===== config.mk =====
export PLATFORM = sky130hd
export DESIGN_NAME = bcd_display_scan
export DESIGN_NICKNAME = d
export VERILOG_FILES = /design/src/rtl/bcd_disp_pkg.sv /design/src/rtl/bcd_to_seg7.sv /design/src/rtl/bcd_display_scan.sv
export SDC_FILE = /design/constraint.sdc
export NUM_CORES = 1
export LEC_CHECK = 0
export ABC_CLOCK_PERIOD_IN_PS = 2850
export CAP_MARGIN = 10
export CORE_MARGIN = 1
export CORE_UTILIZATION = 56
export CTS_BUF_LIST = sky130_fd_sc_hd__clkbuf_8
export CTS_CLUSTER_DIAMETER = 50
export DETAILED_ROUTE_END_ITERATION = 12
export PLACE_DENSITY = 0.85
export SYNTH_ARGS = -nofsm -noshare
export SYNTH_HDL_FRONTEND = slang
export SYNTH_SLANG_ARGS = --single-unit
export TNS_END_PERCENT = 5

===== constraint.sdc =====
create_clock -name Clk -period 2.85 [get_ports Clk]
set_clock_uncertainty 0.15 [all_clocks]
set_input_delay 0.4275 -clock Clk [delete_from_list [all_inputs] [get_ports Clk]]
set_output_delay 0.4275 -clock Clk [all_outputs]
set_load 0.1 [all_outputs]

===== src/rtl/bcd_disp_pkg.sv =====
// Shared constants and types for the 9-digit multiplexed BCD display scanner.
// Segment codes are active-low, bit0 = a through bit6 = g.
package bcd_disp_pkg;

    localparam int NUM_DIGITS = 9;

    localparam logic [6:0] SEG_0    = 7'h40;
    localparam logic [6:0] SEG_1    = 7'h79;
    localparam logic [6:0] SEG_2    = 7'h24;
    localparam logic [6:0] SEG_3    = 7'h30;
    localparam logic [6:0] SEG_4    = 7'h19;
    localparam logic [6:0] SEG_5    = 7'h12;
    localparam logic [6:0] SEG_6    = 7'h02;
    localparam logic [6:0] SEG_7    = 7'h78;
    localparam logic [6:0] SEG_8    = 7'h00;
    localparam logic [6:0] SEG_9    = 7'h10;
    localparam logic [6:0] SEG_DASH = 7'h3F;
    localparam logic [6:0] SEG_OFF  = 7'h7F;

    typedef enum logic {
        ST_GAP  = 1'b0,
        ST_SHOW = 1'b1
    } scan_state_t;

endpackage


===== src/rtl/bcd_to_seg7.sv =====
// Combinational BCD to active-low 7-segment decoder; non-decimal codes show a dash.
module bcd_to_seg7
    import bcd_disp_pkg::*;
(
    input  logic [3:0] i_bcd,
    output logic [6:0] o_seg
);

    // Digit lookup, codes 10..15 fall through to the dash pattern
    always_comb begin
        o_seg = SEG_DASH;
        case (i_bcd)
            4'd0:    o_seg = SEG_0;
            4'd1:    o_seg = SEG_1;
            4'd2:    o_seg = SEG_2;
            4'd3:    o_seg = SEG_3;
            4'd4:    o_seg = SEG_4;
            4'd5:    o_seg = SEG_5;
            4'd6:    o_seg = SEG_6;
            4'd7:    o_seg = SEG_7;
            4'd8:    o_seg = SEG_8;
            4'd9:    o_seg = SEG_9;
            default: o_seg = SEG_DASH;
        endcase
    end

endmodule


===== src/rtl/bcd_display_scan.sv =====
// Time-multiplexed scanner for a 9-digit common-anode display with a blanking
// gap at the start of each slot and optional leading-zero suppression.
module bcd_display_scan
    import bcd_disp_pkg::*;
#(
    parameter int CLK_DIV   = 50000,
    parameter int BLANK_CYC = 16,
    parameter int LZB       = 1
)(
    input  logic       Clk,
    input  logic       Reset_n,
    input  logic       Load,
    input  logic [3:0] BCD0,
    input  logic [3:0] BCD1,
    input  logic [3:0] BCD2,
    input  logic [3:0] BCD3,
    input  logic [3:0] BCD4,
    input  logic [3:0] BCD5,
    input  logic [3:0] BCD6,
    input  logic [3:0] BCD7,
    input  logic [3:0] BCD8,
    output logic [6:0] Seg,
    output logic [8:0] An,
    output logic       Frame_done
);

    localparam int               CW        = (CLK_DIV > 1) ? $clog2(CLK_DIV) : 1;
    localparam logic [CW-1:0]    CNT_MAX   = CW'(CLK_DIV - 1);
    localparam logic [3:0]       IDX_MAX   = 4'(NUM_DIGITS - 1);
    localparam scan_state_t      RST_STATE = (BLANK_CYC == 0) ? ST_SHOW : ST_GAP;

    logic [CW-1:0]         r_cnt;
    logic [3:0]            r_idx;
    scan_state_t           r_state;
    logic [3:0]            r_shadow [NUM_DIGITS];
    logic [6:0]            r_seg;
    logic [8:0]            r_an;
    logic                  r_frame;

    logic [3:0]            w_bcd [NUM_DIGITS];
    logic [CW-1:0]         w_cnt_nxt;
    logic                  w_gap_nxt;
    logic [NUM_DIGITS-1:0] w_lead_zero;
    logic                  w_zero_run;
    logic [3:0]            w_digit;
    logic [6:0]            w_seg;
    logic [8:0]            w_an;

    // Gather digit inputs into an indexable array
    always_comb begin
        w_bcd[0] = BCD0;
        w_bcd[1] = BCD1;
        w_bcd[2] = BCD2;
        w_bcd[3] = BCD3;
        w_bcd[4] = BCD4;
        w_bcd[5] = BCD5;
        w_bcd[6] = BCD6;
        w_bcd[7] = BCD7;
        w_bcd[8] = BCD8;
    end

    assign w_cnt_nxt = (r_cnt == CNT_MAX) ? {CW{1'b0}} : (r_cnt + {{(CW-1){1'b0}}, 1'b1});

    // The gap compare is elided entirely when there is no gap
    generate
        if (BLANK_CYC == 0) begin : g_no_gap
            assign w_gap_nxt = 1'b0;
        end else begin : g_gap
            localparam logic [CW-1:0] BLANK_W = CW'(BLANK_CYC);
            assign w_gap_nxt = (w_cnt_nxt < BLANK_W);
        end
    endgenerate

    // Digit i is a leading zero when it and every more significant digit are zero
    always_comb begin
        w_lead_zero    = '0;
        w_zero_run     = 1'b1;
        for (int i = NUM_DIGITS - 1; i >= 1; i--) begin
            w_zero_run     = w_zero_run && (r_shadow[i] == 4'd0);
            w_lead_zero[i] = w_zero_run && (LZB != 0);
        end
    end

    assign w_digit = (r_idx <= IDX_MAX) ? r_shadow[r_idx] : 4'd0;

    bcd_to_seg7 u_dec (
        .i_bcd (w_digit),
        .o_seg (w_seg)
    );

    // Anode pattern for the current slot before it is registered
    always_comb begin
        w_an = 9'h1FF;
        if ((r_state == ST_SHOW) && (r_idx <= IDX_MAX) && !w_lead_zero[r_idx]) begin
            w_an[r_idx] = 1'b0;
        end else begin
            w_an = 9'h1FF;
        end
    end

    // Scan counters, gap/show state, shadow capture and registered outputs
    always_ff @(posedge Clk) begin
        if (!Reset_n) begin
            r_cnt   <= '0;
            r_idx   <= 4'd0;
            r_state <= RST_STATE;
            for (int i = 0; i < NUM_DIGITS; i++) r_shadow[i] <= 4'd0;
            r_seg   <= SEG_OFF;
            r_an    <= 9'h1FF;
            r_frame <= 1'b0;
        end else begin
            r_cnt   <= w_cnt_nxt;
            if (r_cnt == CNT_MAX) begin
                r_idx <= (r_idx >= IDX_MAX) ? 4'd0 : (r_idx + 4'd1);
            end else begin
                r_idx <= r_idx;
            end
            r_state <= w_gap_nxt ? ST_GAP : ST_SHOW;
            if (Load) begin
                for (int i = 0; i < NUM_DIGITS; i++) r_shadow[i] <= w_bcd[i];
            end else begin
                for (int i = 0; i < NUM_DIGITS; i++) r_shadow[i] <= r_shadow[i];
            end
            r_seg   <= w_seg;
            r_an    <= w_an;
            r_frame <= (r_idx == IDX_MAX) && (r_cnt == CNT_MAX);
        end
    end

    assign Seg        = r_seg;
    assign An         = r_an;
    assign Frame_done = r_frame;

endmodule


==> flow_metrics.tcl <==
set metrics [dict create \
    status "finished clean" \
    num_rows 29 \
    wl_per_cell_um 16.9 \
    clockBufferDepth 2 \
    slew_viol_final 0 \
    ios 56 \
    avgViaCountPerCell 6.02 \
    maxSlewHeadroom_pct 52.4 \
    ctsResizeCount 0 \
    clkLatencyLatePin_ns 0.35 \
    grt_max_degree 37 \
    post-place-ws_ns 0.304 \
    worst_pin_slew_ns 0.704 \
    cts.sinks 78 \
    drt-initial-drc-count 161 \
    final_area_um2 4570 \
    critPathArrivalTime_ns 2.69 \
    cts_setup_buffers 0 \
    synth_top_area_share_pct 28.2 \
    crit_type "flip-flop to flip-flop" \
    drive_above_1_share_pct 14.1 \
    drc_errors 0 \
    htreeDepth 3 \
    cts-hold-fix-buffers 0 \
    synth_seq_cells 78 \
    instances_no_fill 481 \
    switching_share_pct 27.6 \
    drtPass1Iterations 6 \
    setup_viol 0 \
    syn_nets 398 \
    cp-end-kind "flip-flop" \
    fin_ws_ns 0.251 \
    area_growth_syn_to_layout_pct 19.1 \
    seq_area_frac_synth_pct 50.1 \
    finalPower_mw 2.47 \
    grtUsageTotal_pct 24.6 \
    routed_wl_um 8130 \
    fin_crit_sh_pct 91.2 \
    cts_tree "built" \
    hold_viol_final 0 \
    vias 2895 \
    num_antenna_cells 0 \
    dp_cells 465 \
    start_util_pct 59.0 \
    grt_pass1_wl_um 13700 \
    synth_area_leaders "edfxtp_1, dfxtp_1, and3_1" \
    min_period_ns 2.60 \
    fin_tns_setup_ns 0 \
    coreArea_um2 6490 \
    sequentialPowerShare_pct 51.8 \
    hold_path.class "flip-flop to flip-flop" \
    drv_cap 0 \
    cts_buffers 9 \
    port_buffers 55 \
    dieArea_um2 7180 \
    yosysTopAreaCell "edfxtp_1" \
    hold_slack_ns 0.326 \
    fillerInstances 477 \
    pwr-share-comb_pct 15.8 \
    total_leakage_power_nw 1.78 \
    fin_util_pct 70.3 \
    ant_nets 0 \
    place_hpwl_um 6040 \
    synthCells 349 \
    root_buffer "clkbuf_8" \
    netlist-cell-type-count 64 \
    synth_top_flop_cell "dfxtp_1" \
    cp_max_fo 11 \
    synth_edf_count 36 \
    nNetsFinal 448 \
    grt_pass1_vias 2823 \
    power_density_nw_per_um2 542 \
    grt.overflow.total 0 \
    dpl_cell_area_um2 4380 \
    cts.clk_slew.worst_paths_ns 0.07 \
    antenna_found_initial 0 \
    fmax_mhz 385 \
    fp.dieW_um 84.7 \
    syn_area_um2 3830 \
    p_switching_mw 0.683 \
    vdd_ir_drop_max_mv 0.253 \
    clock_power_share_pct 32.3 \
    gp_congestion 0.931 \
    rsz0062_at_grt "no" \
    required_ns 2.94 \
    startpoint_type "flip-flop" \
    async_reset_ff_share_pct 0 \
    yosys_warnings 0 \
    power.internal_mw 1.79 \
    fp.dieH_um 84.7 \
    avgSynthCellArea_um2 11.0 \
]
==> synth_stat cells (6+ instances only) <==
library cell	count
o211ai_1	11
and3_1	44
xnor2_1	6
nor4_1	8
a21oi_1	9
nand3_1	8
mux2i_1	7
ha_1	10
xor2_1	7
nand2_1	23
edfxtp_1	36
inv_1	9
nor2_1	22
dfxtp_1	42
clkbuf_1	15
mux4_2	6
==> per-layer routing <==
layer / share of wire [%] / GRT usage [%] / wire length [um]
met4: 2.5 / 9.40 / 201
met5: 0 / 0 / 0
met1: 48 / 33.4 / 3910
met2: 46 / 38.5 / 3700
met3: 3.8 / 5.70 / 312
==> worst max-delay path, cell delays in order, from the launching register on <==
cell	delay (ns)
dfxtp_1	0.42
o31ai_4	0.40
o21ai_0	0.17
a21oi_2	0.31
inv_1	0.14
ha_1	0.33
and3_1	0.15
a41oi_1	0.16
a21oi_1	0.11
a21o_1	0.16
==> cells by family (layout without fill, tap and decap cells) <==
family | count (synthesis) | count (layout) | synth area share (%)
flip-flops | 78 | 78 | 50.1
AND/OR/NAND/NOR | 142 | 142 | 21.4
XOR/XNOR | 13 | 13 | 2.97
AO/OA/AOI/OAI | 60 | 60 | 12.6
buffers and inverters | 32 | 87 | 3.85
adder cells (fa/ha/maj) | 10 | 10 | 3.26
multiplexers | 14 | 14 | 5.75
==> final timing paths <==
path                            startpoint  endpoint  slack, ns  cells past startpoint
worst min register to register    r_cnt[0]  r_cnt[0]       0.33                      1
worst min-delay path              r_cnt[0]  r_cnt[0]       0.33                      1
worst max-delay path              r_idx[0]    Seg[1]       0.25                      9
worst max register to register    r_idx[0]    Seg[1]       0.25                      9
==> flip-flops by register name, indices dropped and copies added, names as in the netlist, named ones only <==
name / cells
An: 9
r_shadow: 36
Frame_done: 1
r_cnt: 16
r_state: 1
r_idx: 4
Seg: 7
==> layout make-up <==
class | instances | area, um2 | share of cell area, %
sequential | 78 | 1920 | 42.1
multi-input combinational | 239 | 1760 | 38.6
timing repair buffer | 62 | 561 | 12.3
clock buffer | 9 | 124 | 2.71
tap | 77 | 96.3 | 2.11
clock inverter | 7 | 66.3 | 1.45
inverter | 9 | 33.8 | 0.740
==> placed cells by master, fill, tap and decap left out, drive strengths merged, types with 4 or more instances in the layout <==
| cell type | instances |
|---|---|
| xor2 | 7 |
| nand2 | 23 |
| mux4 | 6 |
| and3 | 44 |
| or4 | 4 |
| nor3 | 4 |
| clkdlybuf4s50 | 38 |
| a21o | 4 |
| dfxtp | 42 |
| nor4 | 10 |
| nor2 | 22 |
| edfxtp | 36 |
| o211ai | 11 |
| o21ai | 8 |
| a21oi | 10 |
| clkbuf | 9 |
| inv | 12 |
| nand3 | 9 |
| xnor2 | 6 |
| nand2b | 5 |
| mux2i | 7 |
| ha | 10 |
| buf | 24 |
==> power groups by stage <==
stage	combinational [mW]	sequential [mW]	clock, mW
finish	0.392	1.28	0.800
CTS	0.393	1.28	0.805
detailed placement	0.392	1.31	0
global route	0.418	1.29	0.862
floorplan	0.166	1.40	0
global placement	0.384	1.30	0
Note: power is estimated with default switching activity, not from simulation.
